==> src/rtl/patch_sched_pkg.sv <==
// Shared types and width helpers for the patch stream scheduler.
// Optional perf counters are enabled with PATCH_SCHED_PERF_EN.
package patch_sched_pkg;

    typedef enum logic [1:0] {
        IDLE  = 2'd0,
        RUN   = 2'd1,
        DRAIN = 2'd2,
        DONE  = 2'd3
    } state_t;

    localparam int TAG_IDX_W = 16;

    typedef struct packed {
        logic [TAG_IDX_W-1:0] patch_idx;
        logic [TAG_IDX_W-1:0] pos_idx;
        logic                 last_patch_beat;
        logic                 last;
    } beat_tag_t;

    function automatic int clog2_min1(input int v);
        return (v <= 2) ? 1 : $clog2(v);
    endfunction

    function automatic bit is_pow2(input int v);
        return (v > 0) && ((v & (v - 1)) == 0);
    endfunction

    function automatic int total_patches(input int w, input int h, input int p);
        return (w / p) * (h / p);
    endfunction

    function automatic int patch_idx_w(input int w, input int h, input int p);
        return clog2_min1(total_patches(w, h, p));
    endfunction

    function automatic int pos_idx_w(input int p);
        return clog2_min1(p * p);
    endfunction

endpackage

==> src/rtl/patch_stream_scheduler_addr_gen.sv <==
// Patch-major address walker: pixel column, pixel row, patch column, patch row.
// Produces the raster address and the beat tag for the current position.
module patch_addr_gen
    import patch_sched_pkg::*;
#(
    parameter int IMG_WIDTH  = 16,
    parameter int IMG_HEIGHT = 16,
    parameter int PATCH_SIZE = 4,
    parameter int ADDR_WIDTH = 8
) (
    input  logic                  clk,
    input  logic                  reset,
    input  logic                  clear,
    input  logic                  advance,
    output logic [ADDR_WIDTH-1:0] addr,
    output beat_tag_t             tag,
    output logic                  last
);

    localparam int PX   = IMG_WIDTH / PATCH_SIZE;
    localparam int PY   = IMG_HEIGHT / PATCH_SIZE;
    localparam int PW   = clog2_min1(PATCH_SIZE);
    localparam int CW_X = clog2_min1(PX);
    localparam int CW_Y = clog2_min1(PY);
    localparam int PIW  = patch_idx_w(IMG_WIDTH, IMG_HEIGHT, PATCH_SIZE);
    localparam int QW   = pos_idx_w(PATCH_SIZE);

    logic [CW_Y-1:0] pr;
    logic [CW_X-1:0] pc;
    logic [PW-1:0]   r;
    logic [PW-1:0]   c;
    logic            c_wrap;
    logic            r_wrap;
    logic            pc_wrap;
    logic            pr_wrap;
    logic [PIW-1:0]  patch_idx;
    logic [QW-1:0]   pos_idx;

    assign c_wrap  = (c == PW'(PATCH_SIZE - 1));
    assign r_wrap  = (r == PW'(PATCH_SIZE - 1));
    assign pc_wrap = (pc == CW_X'(PX - 1));
    assign pr_wrap = (pr == CW_Y'(PY - 1));

    always_ff @(posedge clk) begin
        if (reset || clear) begin
            pr <= '0;
            pc <= '0;
            r  <= '0;
            c  <= '0;
        end else if (advance) begin
            c <= c_wrap ? '0 : c + 1'b1;
            if (c_wrap) begin
                r <= r_wrap ? '0 : r + 1'b1;
                if (r_wrap) begin
                    pc <= pc_wrap ? '0 : pc + 1'b1;
                    if (pc_wrap) begin
                        pr <= pr_wrap ? '0 : pr + 1'b1;
                    end
                end
            end
        end
    end

    assign addr = (ADDR_WIDTH'(pr) * ADDR_WIDTH'(PATCH_SIZE) + ADDR_WIDTH'(r))
                  * ADDR_WIDTH'(IMG_WIDTH)
                  + ADDR_WIDTH'(pc) * ADDR_WIDTH'(PATCH_SIZE)
                  + ADDR_WIDTH'(c);

    assign patch_idx = PIW'(pr) * PIW'(PX) + PIW'(pc);
    assign pos_idx   = QW'(r) * QW'(PATCH_SIZE) + QW'(c);
    assign last      = pr_wrap && pc_wrap && r_wrap && c_wrap;

    always_comb begin
        tag                 = '0;
        tag.patch_idx       = TAG_IDX_W'(patch_idx);
        tag.pos_idx         = TAG_IDX_W'(pos_idx);
        tag.last_patch_beat = r_wrap && c_wrap;
        tag.last            = last;
    end

endmodule

==> src/rtl/patch_stream_scheduler.sv <==
// Patch-major streamer: credit-paced SRAM reads into a small output FIFO.
// Define PATCH_SCHED_PERF_EN to add stall_cycles/frame_cycles counters.
module patch_stream_scheduler
    import patch_sched_pkg::*;
#(
    parameter int PIXEL_WIDTH = 24,
    parameter int IMG_WIDTH   = 16,
    parameter int IMG_HEIGHT  = 16,
    parameter int PATCH_SIZE  = 4,
    parameter int RD_LATENCY  = 1,
    parameter int ADDR_WIDTH  = $clog2(IMG_WIDTH * IMG_HEIGHT),
    localparam int PATCH_IDX_W = patch_idx_w(IMG_WIDTH, IMG_HEIGHT, PATCH_SIZE),
    localparam int POS_IDX_W   = pos_idx_w(PATCH_SIZE)
) (
    input  logic                   clk,
    input  logic                   reset,
    input  logic                   start,
    output logic                   busy,
    output logic                   done,
    input  logic                   done_ack,
    output logic                   mem_rd_en,
    output logic [ADDR_WIDTH-1:0]  mem_rd_addr,
    input  logic [PIXEL_WIDTH-1:0] mem_rd_data,
    output logic                   out_valid,
    input  logic                   out_ready,
    output logic [PIXEL_WIDTH-1:0] out_data,
    output logic [PATCH_IDX_W-1:0] out_patch_idx,
    output logic [POS_IDX_W-1:0]   out_pos_idx,
    output logic                   out_last_patch_beat,
    output logic                   out_last
`ifdef PATCH_SCHED_PERF_EN
   ,output logic [31:0]            stall_cycles
   ,output logic [31:0]            frame_cycles
`endif
);

    if ((IMG_WIDTH % PATCH_SIZE) != 0 || (IMG_HEIGHT % PATCH_SIZE) != 0
        || !is_pow2(PATCH_SIZE)) begin : g_bad_geometry
        $error("patch_stream_scheduler: bad image/patch geometry");
    end

    if (RD_LATENCY < 1 || RD_LATENCY > 4) begin : g_bad_latency
        $error("patch_stream_scheduler: RD_LATENCY must be 1..4");
    end

    localparam int D     = RD_LATENCY + 1;
    localparam int PTR_W = clog2_min1(D);
    localparam int CNT_W = $clog2(D + 1) + 1;

    state_t state;
    state_t state_nxt;

    logic                  start_acc;
    logic                  issue;
    logic                  pop;
    logic                  wr;
    logic                  credit_ok;
    logic                  ag_last;
    logic [ADDR_WIDTH-1:0] ag_addr;
    beat_tag_t             ag_tag;

    logic [RD_LATENCY-1:0] pipe_vld;
    beat_tag_t             pipe_tag [RD_LATENCY];

    logic [PIXEL_WIDTH-1:0] fifo_data [D];
    beat_tag_t              fifo_tag  [D];
    logic [PTR_W-1:0]       wptr;
    logic [PTR_W-1:0]       rptr;
    logic [CNT_W-1:0]       fifo_cnt;
    logic [CNT_W-1:0]       inflight;
    beat_tag_t              head_tag;
    logic                   unused_tag_bits;

    function automatic logic [PTR_W-1:0] ptr_inc(input logic [PTR_W-1:0] p);
        return (p == PTR_W'(D - 1)) ? '0 : p + 1'b1;
    endfunction

    patch_addr_gen #(
        .IMG_WIDTH  (IMG_WIDTH),
        .IMG_HEIGHT (IMG_HEIGHT),
        .PATCH_SIZE (PATCH_SIZE),
        .ADDR_WIDTH (ADDR_WIDTH)
    ) u_addr_gen (
        .clk     (clk),
        .reset   (reset),
        .clear   (start_acc),
        .advance (issue),
        .addr    (ag_addr),
        .tag     (ag_tag),
        .last    (ag_last)
    );

    always_ff @(posedge clk) begin
        if (reset) begin
            state <= IDLE;
        end else begin
            state <= state_nxt;
        end
    end

    always_comb begin
        state_nxt = state;
        unique case (state)
            IDLE:    if (start) state_nxt = RUN;
            RUN:     if (issue && ag_last) state_nxt = DRAIN;
            DRAIN:   if (pop && head_tag.last) state_nxt = DONE;
            DONE:    if (done_ack) state_nxt = IDLE;
            default: state_nxt = IDLE;
        endcase
    end

    always_comb begin
        busy = 1'b0;
        done = 1'b0;
        unique case (state)
            RUN, DRAIN: busy = 1'b1;
            DONE:       done = 1'b1;
            default:    ;
        endcase
    end

    assign start_acc = (state == IDLE) && start;

    always_comb begin
        inflight = '0;
        for (int i = 0; i < RD_LATENCY; i++) begin
            inflight = inflight + CNT_W'(pipe_vld[i]);
        end
    end

    // A beat leaving this cycle frees its slot, keeping one beat per cycle.
    assign credit_ok   = (inflight + fifo_cnt) < (CNT_W'(D) + CNT_W'(pop));
    assign issue       = (state == RUN) && credit_ok;
    assign mem_rd_en   = issue;
    assign mem_rd_addr = ag_addr;

    always_ff @(posedge clk) begin
        if (reset) begin
            pipe_vld <= '0;
        end else begin
            pipe_vld[0] <= issue;
            for (int i = 1; i < RD_LATENCY; i++) begin
                pipe_vld[i] <= pipe_vld[i-1];
            end
        end
    end

    always_ff @(posedge clk) begin
        pipe_tag[0] <= ag_tag;
        for (int i = 1; i < RD_LATENCY; i++) begin
            pipe_tag[i] <= pipe_tag[i-1];
        end
    end

    assign wr = pipe_vld[RD_LATENCY-1];

    always_ff @(posedge clk) begin
        if (reset) begin
            wptr     <= '0;
            rptr     <= '0;
            fifo_cnt <= '0;
        end else begin
            if (wr) begin
                wptr <= ptr_inc(wptr);
            end
            if (pop) begin
                rptr <= ptr_inc(rptr);
            end
            fifo_cnt <= fifo_cnt + CNT_W'(wr) - CNT_W'(pop);
        end
    end

    always_ff @(posedge clk) begin
        if (wr) begin
            fifo_data[wptr] <= mem_rd_data;
            fifo_tag[wptr]  <= pipe_tag[RD_LATENCY-1];
        end
    end

    assign out_valid = (fifo_cnt != '0);
    assign pop       = out_valid && out_ready;
    assign head_tag  = fifo_tag[rptr];

    // Gate with valid so an empty FIFO presents all-zero fields.
    assign out_data            = out_valid ? fifo_data[rptr] : '0;
    assign out_patch_idx       = out_valid ? head_tag.patch_idx[PATCH_IDX_W-1:0] : '0;
    assign out_pos_idx         = out_valid ? head_tag.pos_idx[POS_IDX_W-1:0] : '0;
    assign out_last_patch_beat = out_valid && head_tag.last_patch_beat;
    assign out_last            = out_valid && head_tag.last;
    assign unused_tag_bits     = ^{head_tag.patch_idx, head_tag.pos_idx};

`ifdef PATCH_SCHED_PERF_EN
    always_ff @(posedge clk) begin
        if (reset || start_acc) begin
            stall_cycles <= '0;
            frame_cycles <= '0;
        end else if (busy) begin
            frame_cycles <= frame_cycles + 32'd1;
            if (out_valid && !out_ready) begin
                stall_cycles <= stall_cycles + 32'd1;
            end
        end
    end
`endif

endmodule

==> config.mk <==
export PLATFORM = sky130hd
export DESIGN_NAME = patch_stream_scheduler
export DESIGN_NICKNAME = d
export VERILOG_FILES = /design/src/rtl/patch_sched_pkg.sv /design/src/rtl/patch_stream_scheduler_addr_gen.sv /design/src/rtl/patch_stream_scheduler.sv
export SDC_FILE = /design/constraint.sdc
export NUM_CORES = 1
export LEC_CHECK = 0
export CAP_MARGIN = 10
export CELL_PAD_IN_SITES_DETAIL_PLACEMENT = 1
export CELL_PAD_IN_SITES_GLOBAL_PLACEMENT = 1
export CORE_MARGIN = 4
export CORE_UTILIZATION = 41
export CTS_BUF_LIST = sky130_fd_sc_hd__clkbuf_8 sky130_fd_sc_hd__clkbuf_16
export CTS_CLUSTER_DIAMETER = 30
export DETAILED_ROUTE_END_ITERATION = 7
export PLACE_DENSITY_LB_ADDON = 0.1
export SYNTH_ARGS = -nofsm -noshare
export SYNTH_HDL_FRONTEND = slang
export SYNTH_SLANG_ARGS = --single-unit
==> constraint.sdc <==
create_clock -name clk -period 3.1 [get_ports clk]
set_input_delay 0.465 -clock clk [delete_from_list [all_inputs] [get_ports clk]]
set_output_delay 0.465 -clock clk [all_outputs]
set_load 0.05 [all_outputs]
==> out/results.ini <==
[clock_tree]
cts_root_buf=clkbuf_8
cts_inserted_buffers=9
cts_max_level=3
clk_path_buf_depth=2
clk_latency_ps=340
cts_setup_buffers=0
cts_hold_buf=0
cts-resized-gates=0
cts_tree=built
cts.clk_slew.worst_paths_ps=90
cts_sinks=95

[placed_design]
port_buffers=74
dp.cells=431
gp_congestion=0.794
hpwl_um=5150

[logic_synthesis]
synth_compound_area_frac=0.0270
synth_cell_type_count=33
synth_edf_count=68
syn_area_um2=3710
synth_seq_area_share=0.696
async_reset_ff_frac=0
synth_top_family_by_area=multiplexers
synthXorXnorAreaFrac=0.00911
synthAdderAreaFrac=0.0439
yosys_warnings=0
syn_inst=261
synthSimpleGateAreaFrac=0.0850
synth-seq-cells=95
synth_ff_type=edfxtp_1
avgSynthCellArea_um2=14.2
yosys-mux-area-fraction=0.0999
syn_nets=303

[route]
first_iter_violations=47
wl_per_cell_um=16.2
wl_um=7220
num_vias=2210
dr.pass1.iters=4
final_antenna_net_count=0
remaining_drc_errors=0
via_per_inst=4.94

[floorplanning]
rows=34
die_w_um=103
pin_count=75
fp.dieH_um=103
initial_utilization=0.423
die_area_um2=10600
core_region_area_um2=8760

[timing]
period_share=0.874
final.setup.tns_ps=0
setup_viol=0
fin_crit_ps=2710
final-hold-violation-count=0
finalClockSkew_ps=11.5
rsz0062_at_grt=false
slew_viol_final=0
worst_pin_slew_ps=860
max-slew-margin-rel=0.426
clock.fmax_mhz=369

[grt]
grt_max_degree=35
grt_pass1_vias=2347
grt_overflow=0
grtUsageTotal=0.144
grt_first_pass_wirelength_um=11500
antenna_found_initial=0

[power]
p_seq_frac=0.363
clock_power_share=0.167
peakVddDrop_mv=0.397
p_leak_uw=0.00165
internal_power_uw=2550
p_total_uw=4430
comb_power_share=0.471
p_sw_uw=1870
p_sw_frac=0.423
power.density_nw_per_um2=931

[final_layout]
fin_nets=376
final_cell_count_no_fill=447
antenna_cells=0
final_cell_mix=73 x clkdlybuf4s50_1, 68 x edfxtp_1, 44 x nor2_1
synthToLayoutAreaGrowth_pct=28.2
drive_gt1_frac=0.0826
mostFrequentLayoutCell=clkdlybuf4s50_1

[flow_run]
maxCapViolations=0

[critical_path]
worst_ep_required_time_ps=2630
critPathKind=flip-flop to output pin
path_max_fanout=25
endpoint_kind=output pin
worst_setup_path_start_kind=flip-flop
arrival_ps=2240

[run_status]
outcome=completed

[worst_hold_path]
hp-class=flip-flop to flip-flop

## power groups by stage
stage / clock, uW / sequential (uW) / combinational [uW]
after global routing: 825 / 1620 / 2220
after global placement: 0 / 1630 / 2090
final: 737 / 1610 / 2080
after detailed placement: 0 / 1640 / 2110
after CTS: 763 / 1610 / 2120
after floorplan: 0 / 1600 / 1400
## layout make-up
type,count,area [um2]
fill,885,4010
sequential,95,2580
multi-input combinational,137,997
timing repair buffer,78,806
clock buffer,10,138
tap,108,135
inverter,13,48.8
clock inverter,6,45.0
## cells by family (layout without fill, tap and decap cells)
family          Yosys count  count (layout)
flops                    95              95
simple gates             68              68
mux                      37              37
buf+inv                  29             107
compound gates           16              16
fa+ha+maj                13              13
xor+xnor                  3               3
## through the flow
step	hold slack, ps	instance area (um2)	worst slack (ps)	utilization
2_1_floorplan	364	3710	751	-
3_3_place_gp	386	4570	657	0.522
3_5_place_dp	387	4570	597	0.522
4_1_cts	401	4750	306	0.542
5_1_grt	410	4750	223	0.542
6_report	392	4750	392	0.542
## worst paths after layout
kind | from | end | slack [ps] | cells after the start
setup / recovery | flip-flop | out_patch_idx[3] | 390 | 4
hold / removal | u_addr_gen.pr[1]$_SDFFE_PP0P_ | pipe_tag[0][9]$_DFF_P_ | 390 | 0
setup reg to reg | fifo_cnt[2]$_SDFF_PP0_ | state[0]$_SDFFE_PP0P_ | 930 | 7
hold reg to reg | u_addr_gen.pr[1]$_SDFFE_PP0P_ | pipe_tag[0][9]$_DFF_P_ | 390 | 0
## registers in the layout, summed over array words and instances, names as in the netlist, named ones only
name,count
rptr,1
fifo_tag,20
u_addr_gen.r,2
pipe_tag,10
wptr,1
u_addr_gen.c,2
pipe_vld,1
u_addr_gen.pc,2
state,2
fifo_cnt,3
u_addr_gen.pr,2
fifo_data,48
## synthesized netlist by cell type, drive strengths merged (2+ instances only)
cell type | count | share of area
clkbuf | 4 | 0.0040
or3 | 3 | 0.0051
dfxtp | 27 | 0.15
and2 | 2 | 0.0034
a21oi | 6 | 0.0081
o31a | 2 | 0.0047
nand2 | 6 | 0.0061
and4 | 2 | 0.0051
mux2i | 37 | 0.10
nor2 | 44 | 0.045
ha | 13 | 0.044
nand4 | 2 | 0.0051
nor4 | 2 | 0.0034
o21ai | 2 | 0.0027
edfxtp | 68 | 0.55
nand3 | 2 | 0.0027
buf | 12 | 0.022
xnor2 | 2 | 0.0067
o21a | 3 | 0.0061
inv | 13 | 0.013
## critical path, cell delays in order (launching register included)
cell	delay, ps
dfxtp_2	550
buf_12	270
mux2i_1	100
nor2_1	140
clkdlybuf4s50_1	820
## layer usage
metal,wire [um],track usage
met3,316,0.0379
met5,0,0
met1,3040,0.175
met2,3820,0.256
met4,44,0.0359
(Power assumes the default switching activity.)
